`src/rtl/dma_sequencer_if.sv`:
```
// Shared data-bus port of the DMA sequencer.
// The master drives address, write data and byte enables; the slave returns read data.
interface dma_sequencer_if;
    logic        dma_owns;
    logic [31:0] dma_addr;
    logic [31:0] dma_wdata;
    logic [3:0]  dma_wenable;
    logic [31:0] dma_rdata;

    modport master (
        output dma_owns, dma_addr, dma_wdata, dma_wenable,
        input  dma_rdata
    );

    modport slave (
        input  dma_owns, dma_addr, dma_wdata, dma_wenable,
        output dma_rdata
    );
endinterface

```
`src/rtl/dma_sequencer.sv`:
```
// Block-copy DMA engine on the shared CPU data bus, with optional vblank gating.
// Build option DMA_IRQ_EN adds the completion interrupt (irq output, CTRL bit4).
module dma_sequencer #(
    parameter int   LEN_WIDTH     = 16,
    parameter logic VBLANK_ACTIVE = 1'b1
) (
    input  logic                   clk,
    input  logic                   rst,
    input  logic [1:0]             cfg_addr,
    input  logic [31:0]            cfg_wdata,
    input  logic                   cfg_wenable,
    output logic [31:0]            cfg_rdata,
    input  logic                   vblank,
    dma_sequencer_if.master        bus,
    output logic                   irq
);
    // state | meaning
    // IDLE  | no transfer in progress, bus released
    // ARM   | word boundary: abort and vblank gate evaluated, bus released
    // RD    | source address driven on the bus
    // LATCH | read data captured into the word buffer
    // WR    | buffer written to destination, pointers and count advance
    typedef enum logic [2:0] {S_IDLE, S_ARM, S_RD, S_LATCH, S_WR} state_t;

    state_t               state, state_nx;
    logic [31:0]          src, dst, buffer;
    logic [LEN_WIDTH-1:0] len, remaining;
    logic                 wait_vblank_q, dst_fixed_q;
    logic                 done, aborted, abort_req;
    logic                 busy, ctrl_wr, start_req, start_abort_idle, abort_now, last_word;

    assign busy             = (state != S_IDLE);
    assign ctrl_wr          = cfg_wenable && (cfg_addr == 2'd3);
    assign start_req        = ctrl_wr && cfg_wdata[0] && !cfg_wdata[2] && !busy;
    assign start_abort_idle = ctrl_wr && cfg_wdata[0] && cfg_wdata[2] && !busy;
    assign abort_now        = abort_req || (ctrl_wr && cfg_wdata[2]);
    assign last_word        = (remaining == LEN_WIDTH'(1));

    always_ff @(posedge clk) begin
        if (rst) state <= S_IDLE;
        else     state <= state_nx;
    end

    always_comb begin
        state_nx = state;
        case (state)
            S_IDLE:  if (start_req && (len != '0)) state_nx = S_ARM;
            S_ARM: begin
                if (abort_now)
                    state_nx = S_IDLE;
                else if (!wait_vblank_q || (vblank == VBLANK_ACTIVE))
                    state_nx = S_RD;
            end
            S_RD:    state_nx = S_LATCH;
            S_LATCH: state_nx = S_WR;
            S_WR:    state_nx = (last_word || abort_now) ? S_IDLE : S_ARM;
            default: state_nx = S_IDLE;
        endcase
    end

    always_comb begin
        bus.dma_owns    = 1'b0;
        bus.dma_addr    = 32'd0;
        bus.dma_wdata   = 32'd0;
        bus.dma_wenable = 4'h0;
        case (state)
            S_RD, S_LATCH: begin
                bus.dma_owns = 1'b1;
                bus.dma_addr = {src[31:2], 2'b00};
            end
            S_WR: begin
                bus.dma_owns    = 1'b1;
                bus.dma_addr    = {dst[31:2], 2'b00};
                bus.dma_wdata   = buffer;
                bus.dma_wenable = 4'hF;
            end
            default: ;
        endcase
    end

`ifdef DMA_IRQ_EN
    logic irq_en_q, irq_q;
    assign irq = irq_q;
`else
    assign irq = 1'b0;
`endif

    always_ff @(posedge clk) begin
        if (rst) begin
            src           <= 32'd0;
            dst           <= 32'd0;
            buffer        <= 32'd0;
            len           <= '0;
            remaining     <= '0;
            wait_vblank_q <= 1'b0;
            dst_fixed_q   <= 1'b0;
            done          <= 1'b0;
            aborted       <= 1'b0;
            abort_req     <= 1'b0;
`ifdef DMA_IRQ_EN
            irq_en_q      <= 1'b0;
            irq_q         <= 1'b0;
`endif
        end else begin
            if (cfg_wenable && !busy) begin
                case (cfg_addr)
                    2'd0:    src <= cfg_wdata;
                    2'd1:    dst <= cfg_wdata;
                    2'd2:    len <= cfg_wdata[LEN_WIDTH-1:0];
                    default: ;
                endcase
            end
            if (start_req) begin
                done          <= (len == '0);
                aborted       <= 1'b0;
                abort_req     <= 1'b0;
                remaining     <= len;
                wait_vblank_q <= cfg_wdata[1];
                dst_fixed_q   <= cfg_wdata[3];
`ifdef DMA_IRQ_EN
                irq_en_q      <= cfg_wdata[4];
`endif
            end
            // Start and abort in one write: nothing moves, the whole block counts as untransferred.
            if (start_abort_idle) begin
                done      <= 1'b0;
                aborted   <= 1'b1;
                remaining <= len;
            end
            if (ctrl_wr && cfg_wdata[2] && busy) abort_req <= 1'b1;
            case (state)
                S_ARM: begin
                    if (abort_now) begin
                        aborted   <= 1'b1;
                        abort_req <= 1'b0;
                    end
                end
                S_LATCH: buffer <= bus.dma_rdata;
                S_WR: begin
                    src       <= src + 32'd4;
                    if (!dst_fixed_q) dst <= dst + 32'd4;
                    remaining <= remaining - LEN_WIDTH'(1);
                    abort_req <= 1'b0;
                    if (last_word)      done    <= 1'b1;
                    else if (abort_now) aborted <= 1'b1;
                end
                default: ;
            endcase
`ifdef DMA_IRQ_EN
            irq_q <= (start_req && (len == '0) && cfg_wdata[4]) ||
                     ((state == S_WR) && last_word && irq_en_q);
`endif
        end
    end

    always_comb begin
        cfg_rdata = 32'd0;
        case (cfg_addr)
            2'd0:    cfg_rdata = src;
            2'd1:    cfg_rdata = dst;
            2'd2:    cfg_rdata = 32'(len);
            default: cfg_rdata = {16'(remaining), 13'd0, aborted, done, busy};
        endcase
    end
endmodule
```
`src/flat_wrapper.sv`:
```
// flat-port wrapper written by rule: the top's interface ports become plain ports
module dma_sequencer_flat 
#(
    parameter int   LEN_WIDTH     = 16,
    parameter logic VBLANK_ACTIVE = 1'b1
)
  (clk, rst, cfg_addr, cfg_wdata, cfg_wenable, cfg_rdata, vblank, irq, bus_dma_owns, bus_dma_addr, bus_dma_wdata, bus_dma_wenable, bus_dma_rdata);
  dma_sequencer_if bus_i ();
  input  logic clk;
  input  logic rst;
  input  logic [1:0] cfg_addr;
  input  logic [31:0] cfg_wdata;
  input  logic cfg_wenable;
  output logic [31:0] cfg_rdata;
  input  logic vblank;
  output logic irq;
  output wire logic [$bits(bus_i.dma_owns)-1:0] bus_dma_owns;
  output wire logic [$bits(bus_i.dma_addr)-1:0] bus_dma_addr;
  output wire logic [$bits(bus_i.dma_wdata)-1:0] bus_dma_wdata;
  output wire logic [$bits(bus_i.dma_wenable)-1:0] bus_dma_wenable;
  input wire logic [$bits(bus_i.dma_rdata)-1:0] bus_dma_rdata;
  assign bus_dma_owns = bus_i.dma_owns;
  assign bus_dma_addr = bus_i.dma_addr;
  assign bus_dma_wdata = bus_i.dma_wdata;
  assign bus_dma_wenable = bus_i.dma_wenable;
  assign bus_i.dma_rdata = bus_dma_rdata;
  dma_sequencer #(.LEN_WIDTH(LEN_WIDTH), .VBLANK_ACTIVE(VBLANK_ACTIVE)) u_core (.clk(clk), .rst(rst), .cfg_addr(cfg_addr), .cfg_wdata(cfg_wdata), .cfg_wenable(cfg_wenable), .cfg_rdata(cfg_rdata), .vblank(vblank), .bus(bus_i), .irq(irq));
endmodule
```
`config.mk`:
```
export PLATFORM = sky130hd
export DESIGN_NAME = dma_sequencer_flat
export DESIGN_NICKNAME = d
export VERILOG_FILES = /design/src/rtl/dma_sequencer_if.sv /design/src/rtl/dma_sequencer.sv /design/src/flat_wrapper.sv
export SDC_FILE = /design/constraint.sdc
export NUM_CORES = 1
export LEC_CHECK = 0
export ABC_AREA = 1
export CAP_MARGIN = 0
export CORE_MARGIN = 1
export CORE_UTILIZATION = 35
export CTS_CLUSTER_DIAMETER = 100
export CTS_CLUSTER_SIZE = 40
export DETAILED_ROUTE_END_ITERATION = 8
export SLEW_MARGIN = 20
export SYNTH_ARGS = -nofsm -noshare
export SYNTH_HDL_FRONTEND = slang
export SYNTH_SLANG_ARGS = --single-unit
```
`constraint.sdc`:
```
create_clock -name clk -period 1.73 [get_ports clk]
set_input_delay 0.346 -clock clk [delete_from_list [all_inputs] [get_ports clk]]
set_output_delay 0.346 -clock clk [all_outputs]
set_load 0.02 [all_outputs]
```
==> results.py <==
metrics = {
    "global_route": {
        "grt-ovfl-total": 0,
        "grt_pass1_wl_um": 61050,
        "track_usage_pct": 31.18,
        "grt_start_max_net_pins": 66,
        "antenna_found_initial": 0,
        "grt_pass1_vias": 10710,
    },
    "clock_network": {
        "tritoncts": "built",
        "htreeDepth": 4,
        "clkSlewWorstSetupHoldPaths_ps": 70,
        "cts.hold.buffers_added": 0,
        "clock_sinks": 136,
        "clk_latency_ps": 450,
        "numCtsBuffers": 17,
        "root_buffer": "clkbuf_16",
        "clockBufferDepth": 2,
    },
    "sta": {
        "slew_viol_final": 0,
        "hold_viol_final": 0,
        "fmax_ghz": 0.5153,
        "tightest_slew_ps": 724.9,
        "fin_crit_ps": 1940,
        "setup_viol": 126,
        "min_period_over_period_pct": 112.2,
        "slew_headroom_pct": 51.67,
        "whs_ps": 279.0,
        "grt_setup_unrepaired": "yes",
        "fin_ws_ps": -210.5,
        "fin_setup_tns_ps": -15660,
        "finalClockSkew_ps": 18.35,
    },
    "synth": {
        "ys_ff_latch": 136,
        "synth_area_leaders": "dfxtp_1 (31%), nand2_1 (15%), inv_1 (7.5%)",
        "async_flop_share_pct": 0,
        "synth.avg_cell_area_um2": 6.183,
        "netlist-cell-type-count": 45,
        "synth_cells": 1424,
        "seq_area_frac_synth_pct": 30.92,
        "synth_edf_count": 0,
        "yosys_warnings": 0,
        "synth_top_area_cell": "dfxtp_1",
        "yosys_most_used_dff": "dfxtp_1",
        "syn-cell-area_mm2": 0.008805,
        "synth_top_area_share_pct": 30.92,
    },
    "power_and_ir_drop": {
        "p_total_mw": 8.455,
        "p_leak_nw": 5.749,
        "pwr-share-comb_pct": 16.1,
        "p_switching_mw": 2.684,
        "clkPwrFrac_pct": 45.1,
        "p_seq_share_pct": 38.7,
        "power_density_mw_per_mm2": 590.0,
        "p_sw_share_pct": 31.75,
        "vdd_drop_max_v": 0.0006071,
        "p_int_mw": 5.771,
    },
    "route": {
        "drtIter0Drc": 917,
        "num_vias": 11360,
        "wl_per_cell_um": 19.57,
        "route.antenna.remaining_nets": 0,
        "drc": 0,
        "drt-pass1-iter-count": 5,
        "routed_wl_um": 41580,
        "routed_via_density": 5.346,
    },
    "placed_design": {
        "portBuffers": 168,
        "dp_hpwl_um": 30320,
        "dp_cells": 2056,
        "globalplace.congestion": 0.9805,
    },
    "floorplanning": {
        "coreArea_mm2": 0.02446,
        "dieArea_mm2": 0.02579,
        "initial_core_util_pct": 35.99,
        "die_h_um": 160.6,
        "die_w_um": 160.6,
        "fp-row-count": 57,
        "io-pin-count": 172,
    },
    "critical_path": {
        "reg2reg_to": "u_core.src[30]$_SDFFE_PP0P_",
        "end_kind": "output pin",
        "required_ps": 1380,
        "r2r_setup_slack_ps": -140,
        "startpoint": "u_core.state[1]$_SDFFE_PP0P_",
        "worst_setup_path_start_kind": "flip-flop",
        "worstRegToRegCells": 12,
        "r2r_start": "u_core.state[1]$_SDFFE_PP0P_",
        "cp_max_fo": 12,
        "critical_path_class": "flip-flop to output pin",
        "critPathArrivalTime_ps": 1590,
    },
    "layout": {
        "final_common_cell": "nand2_1",
        "final_layout_size_suffix_gt1_share_pct": 31.48,
        "final_cell_mix": "nand2_1 (346), buf_4 (208), inv_1 (163)",
        "diodes": 0,
        "fin_cells": 2125,
        "areaGrowthSynthToFinish_pct": 62.77,
        "num-fill-cells": 2408,
        "final_nets": 1862,
    },
    "hold_path": {
        "hp-class": "input port to flip-flop",
        "min-delay-start": "rst",
        "worstHoldEndpoint": "u_core.remaining[10]$_SDFFE_PP0P_",
        "holdPathStages": 4,
    },
    "status": {
        "outcome": "complete, but fails checks",
        "violations": "negative setup slack",
    },
    "job": {
        "max-cap-violations": 0,
    },
}
## final cells by class
| type | instances | area (um^2) | share of cell area (%) |
|---|---|---|---|
| Timing Repair inverter | 5 | 63.81 | 0.4453 |
| Clock inverter | 15 | 170.2 | 1.187 |
| Multi-Input combinational cell | 1032 | 5791 | 40.41 |
| Tap cell | 324 | 405.4 | 2.829 |
| Sequential cell | 136 | 2745 | 19.15 |
| Timing Repair Buffer | 411 | 3980 | 27.77 |
| Clock buffer | 17 | 425.4 | 2.968 |
| Inverter | 185 | 750.7 | 5.238 |
## critical path: stages, from the launching register on
cell and delay, ps:
dfxtp_4 380, nor2_4 110, nand2_4 90, buf_12 160, buf_12 160, nor2_2 100
buf_6 130
## layer usage
metal,track usage [%],up-vias,part of all wire (%)
met4,17.75,0,5.2
met3,5.579,99,8.4
li1,-,5435,-
met1,39.46,5287,42
met2,49.84,539,45
met5,0,-,0
## power by group through the flow
stage	clock, mW	combinational [mW]	sequential [mW]
after floorplan	0	0.511	3.35
after global placement	0	1.18	3.34
after detailed placement	0	1.18	3.34
after CTS	3.85	1.20	3.27
after global routing	3.97	1.45	3.28
final	3.82	1.36	3.28
## metrics by stage
| step | area [um^2] | setup slack (ps) | util [%] |
|---|---|---|---|
| floorplan | 8812 | -123.0 | - |
| global placement | 12290 | -794.6 | 50.26 |
| detailed placement | 12290 | -843.8 | 50.26 |
| CTS | 13440 | -218.3 | 54.95 |
| global route | 14330 | -267.2 | 58.59 |
| finish | 14330 | -210.5 | 58.59 |
## sequential cells by signal (all words and copies together), names as in the netlist
signal,flops
u_core.wait_vblank_q,1
u_core.aborted,1
u_core.state,3
u_core.dst_fixed_q,1
u_core.len,16
u_core.remaining,16
u_core.dst,32
u_core.buffer,32
u_core.src,32
u_core.done,1
u_core.abort_req,1
## Yosys cell counts (2+ instances only)
library cell / n
a31oi_1: 7
nor2_2: 4
ha_1: 4
o21ai_0: 108
nor2_1: 173
and2_1: 2
inv_4: 2
nand3_1: 93
nand4_1: 17
buf_4: 12
o22ai_1: 31
buf_1: 5
o211ai_1: 15
inv_2: 6
nor3_1: 14
o2111ai_1: 2
nand2_2: 6
nand2_4: 2
xor2_1: 8
o211ai_2: 4
o221ai_1: 31
o21ai_1: 6
a21oi_1: 125
dfxtp_1: 136
clkbuf_1: 28
buf_6: 8
a211oi_1: 3
nor2_4: 7
inv_1: 177
nand2_1: 352
buf_2: 22
## cell families (layout without fill, tap and decap cells)
family          Yosys count  count (layout)  share of synthesized area [%]
compound gates          336             336                          22.06
xor+xnor                  9               9                         0.8953
fa+ha+maj                 4               4                         0.5684
buf+inv                 260             633                          12.65
flops                   136             136                          30.92
other cells               1               3                        0.04259
simple gates            678             680                          32.87
## worst max-delay path by stage
stage | endpoint | depth (start not counted) | slack, ps
2_1_floorplan | cfg_rdata[10] | 5 | -120
3_3_place_gp | cfg_rdata[6] | 5 | -790
3_5_place_dp | cfg_rdata[15] | 6 | -840
4_1_cts | bus_dma_addr[17] | 6 | -220
5_1_grt | bus_dma_addr[7] | 6 | -270
6_report | bus_dma_wdata[10] | 6 | -210
## repair_timing
action,4_1_cts,5_1_grt
setup endpoints to repair,164,167
gates resized for setup,669,170
pin swaps,7,26
setup buffers,8,16
gates cloned,5,11
Power figures use the tool's default switching activity.
==> RTL edit, RTL diff (config.mk and constraints unchanged) <==
`VBLANK_ACTIVE` is set to 1'b1 in 2 places; all go to 1'b0.
--- a/src/rtl/dma_sequencer.sv
+++ b/src/rtl/dma_sequencer.sv
@@ -3,5 +3,5 @@
 module dma_sequencer #(
     parameter int   LEN_WIDTH     = 16,
-    parameter logic VBLANK_ACTIVE = 1'b1
+    parameter logic VBLANK_ACTIVE = 1'b0
 ) (
     input  logic                   clk,
--- a/src/flat_wrapper.sv
+++ b/src/flat_wrapper.sv
@@ -3,5 +3,5 @@
 #(
     parameter int   LEN_WIDTH     = 16,
-    parameter logic VBLANK_ACTIVE = 1'b1
+    parameter logic VBLANK_ACTIVE = 1'b0
 )
   (clk, rst, cfg_addr, cfg_wdata, cfg_wenable, cfg_rdata, vblank, irq, bus_dma_owns, bus_dma_addr, bus_dma_wdata, bus_dma_wenable, bus_dma_rdata);
Function: changed (Yosys sat finds a counterexample within 4 cycles, from zero or initial values and one cycle with rst high).
==> RTL edit against the unedited design <==
  * The flow still finishes with violations (setup timing)
  * Wire length up 1.8%
  * Clock skew down 2.4 ps
  * Critical endpoint is now bus_dma_addr[16]
  * Non-clock buffer count up 18
  * Setup slack worse by 31 ps
  * Area after synthesis down 1.1%
  * Final area up 2.0%
  * Sequential cell count unchanged
  * Total power up 0.33%
  * Die area down 1.1%
==> RTL edit: results <==
set metrics [dict create \
    crit_path_top_delay_cell "dfxtp_4" \
    syn_avg_cell_area_um2 6.11 \
    num-fill-cells 2318 \
    inverters 177 \
    synth_warnings 0 \
    synth_cell_type_count 46 \
    grt_first_pass_wirelength_um 61300 \
    totalWireLength_um 42300 \
    gr-usage-all-layers_pct 31.5 \
    drt_iter0_markers 962 \
    finalWorstSetupSlack_ps -241 \
    p_leak_nw 5.83 \
    dr.pass1.iters 6 \
    first_global_vias 10700 \
    multi_input_area_share_pct 41.5 \
    synthTopCellsByArea "dfxtp_1 31%, nand2_1 16%, nor2_1 7.7%" \
    ys_seq_area_share_pct 31.3 \
    status "complete, but fails checks" \
    post_cts_buffers 21 \
    final_cells 2138 \
    grt_max_degree 81 \
    multi_input_cells 1040 \
    final-clk-cell-share_pct 4.02 \
    cts-resized-gates 721 \
    seqCellArea_um2 2740 \
    crit_fanout 16 \
    drive_above_1_share_pct 35.3 \
    fin_nets 1875 \
    layout.nonclk_buf_share_pct 28.2 \
    dp_hpwl_um 30500 \
    finalSetupViolCount 147 \
    num-nonclk-buffers 429 \
    nClkBuffers 18 \
    synthTopCellsByCount "368 x nand2_1, 178 x nor2_1, 161 x inv_1" \
    cp_slowest_stage_delay_ps 360 \
    violations "setup timing" \
    pre_cts_ws_ps -895 \
]
[RTL edit: cell types whose count changed after synthesis, moves of 9 or more]
| cell | delta |
|---|---|
| o21ai_0 | -17 |
| o21ai_1 | +19 |
| inv_1 | -16 |
| nand2_1 | +16 |
| nand3_1 | -9 |
| nor2_2 | +9 |
[RTL edit: layer usage]
layer | vias to the layer above | GRT usage [%] | wire (um)
met3 | 109 | 6.39 | 3410
met2 | 519 | 50.9 | 19400
met5 | - | 0 | 0
li1 | 5466 | - | -
met1 | 5395 | 39.4 | 17100
met4 | 0 | 17.0 | 2390
[RTL edit: power by group]
part	switching, mW	internal, mW	leakage, nW
Combinational	0.810	0.633	4.43
Sequential	0.0673	3.21	1.11
Clock	1.78	1.98	0.293
Total	2.66	5.82	5.83
[RTL edit: path summary, 6_finish.rpt]
kind / start / to / slack (ps) / cells past startpoint
hold reg to reg: u_core.buffer[11] / u_core.buffer[11] / 460 / 2
setup reg to reg: u_core.state[1] / u_core.len[12] / -210 / 13
setup / recovery: u_core.state[1] / bus_dma_addr[16] / -240 / 6
hold / removal: rst / u_core.dst[25] / 400 / 3
[RTL edit: stage by stage]
step	hold WS [ps]	setup TNS [ps]	total power [mW]	utilization (%)	cell area, um2
2_1_floorplan	430	-55.3	3.85	-	8720
3_3_place_gp	439	-77460	4.52	50.1	12200
3_5_place_dp	446	-81350	4.52	50.1	12200
4_1_cts	401	-13610	8.36	55.3	13500
5_1_grt	418	-26070	8.74	59.9	14600
6_report	395	-15980	8.48	59.9	14600
[RTL edit: cells by family after synthesis]
kind of cell,Yosys count,synth area share (%)
buffers and inverters,252,12.1
and+or+nand+nor,683,32.4
DFF,136,31.3
adders and majority gates,4,0.575
other,1,0.0431
xor gates and xnor gates,9,0.905
AOI/OAI and AO/OA,341,22.7
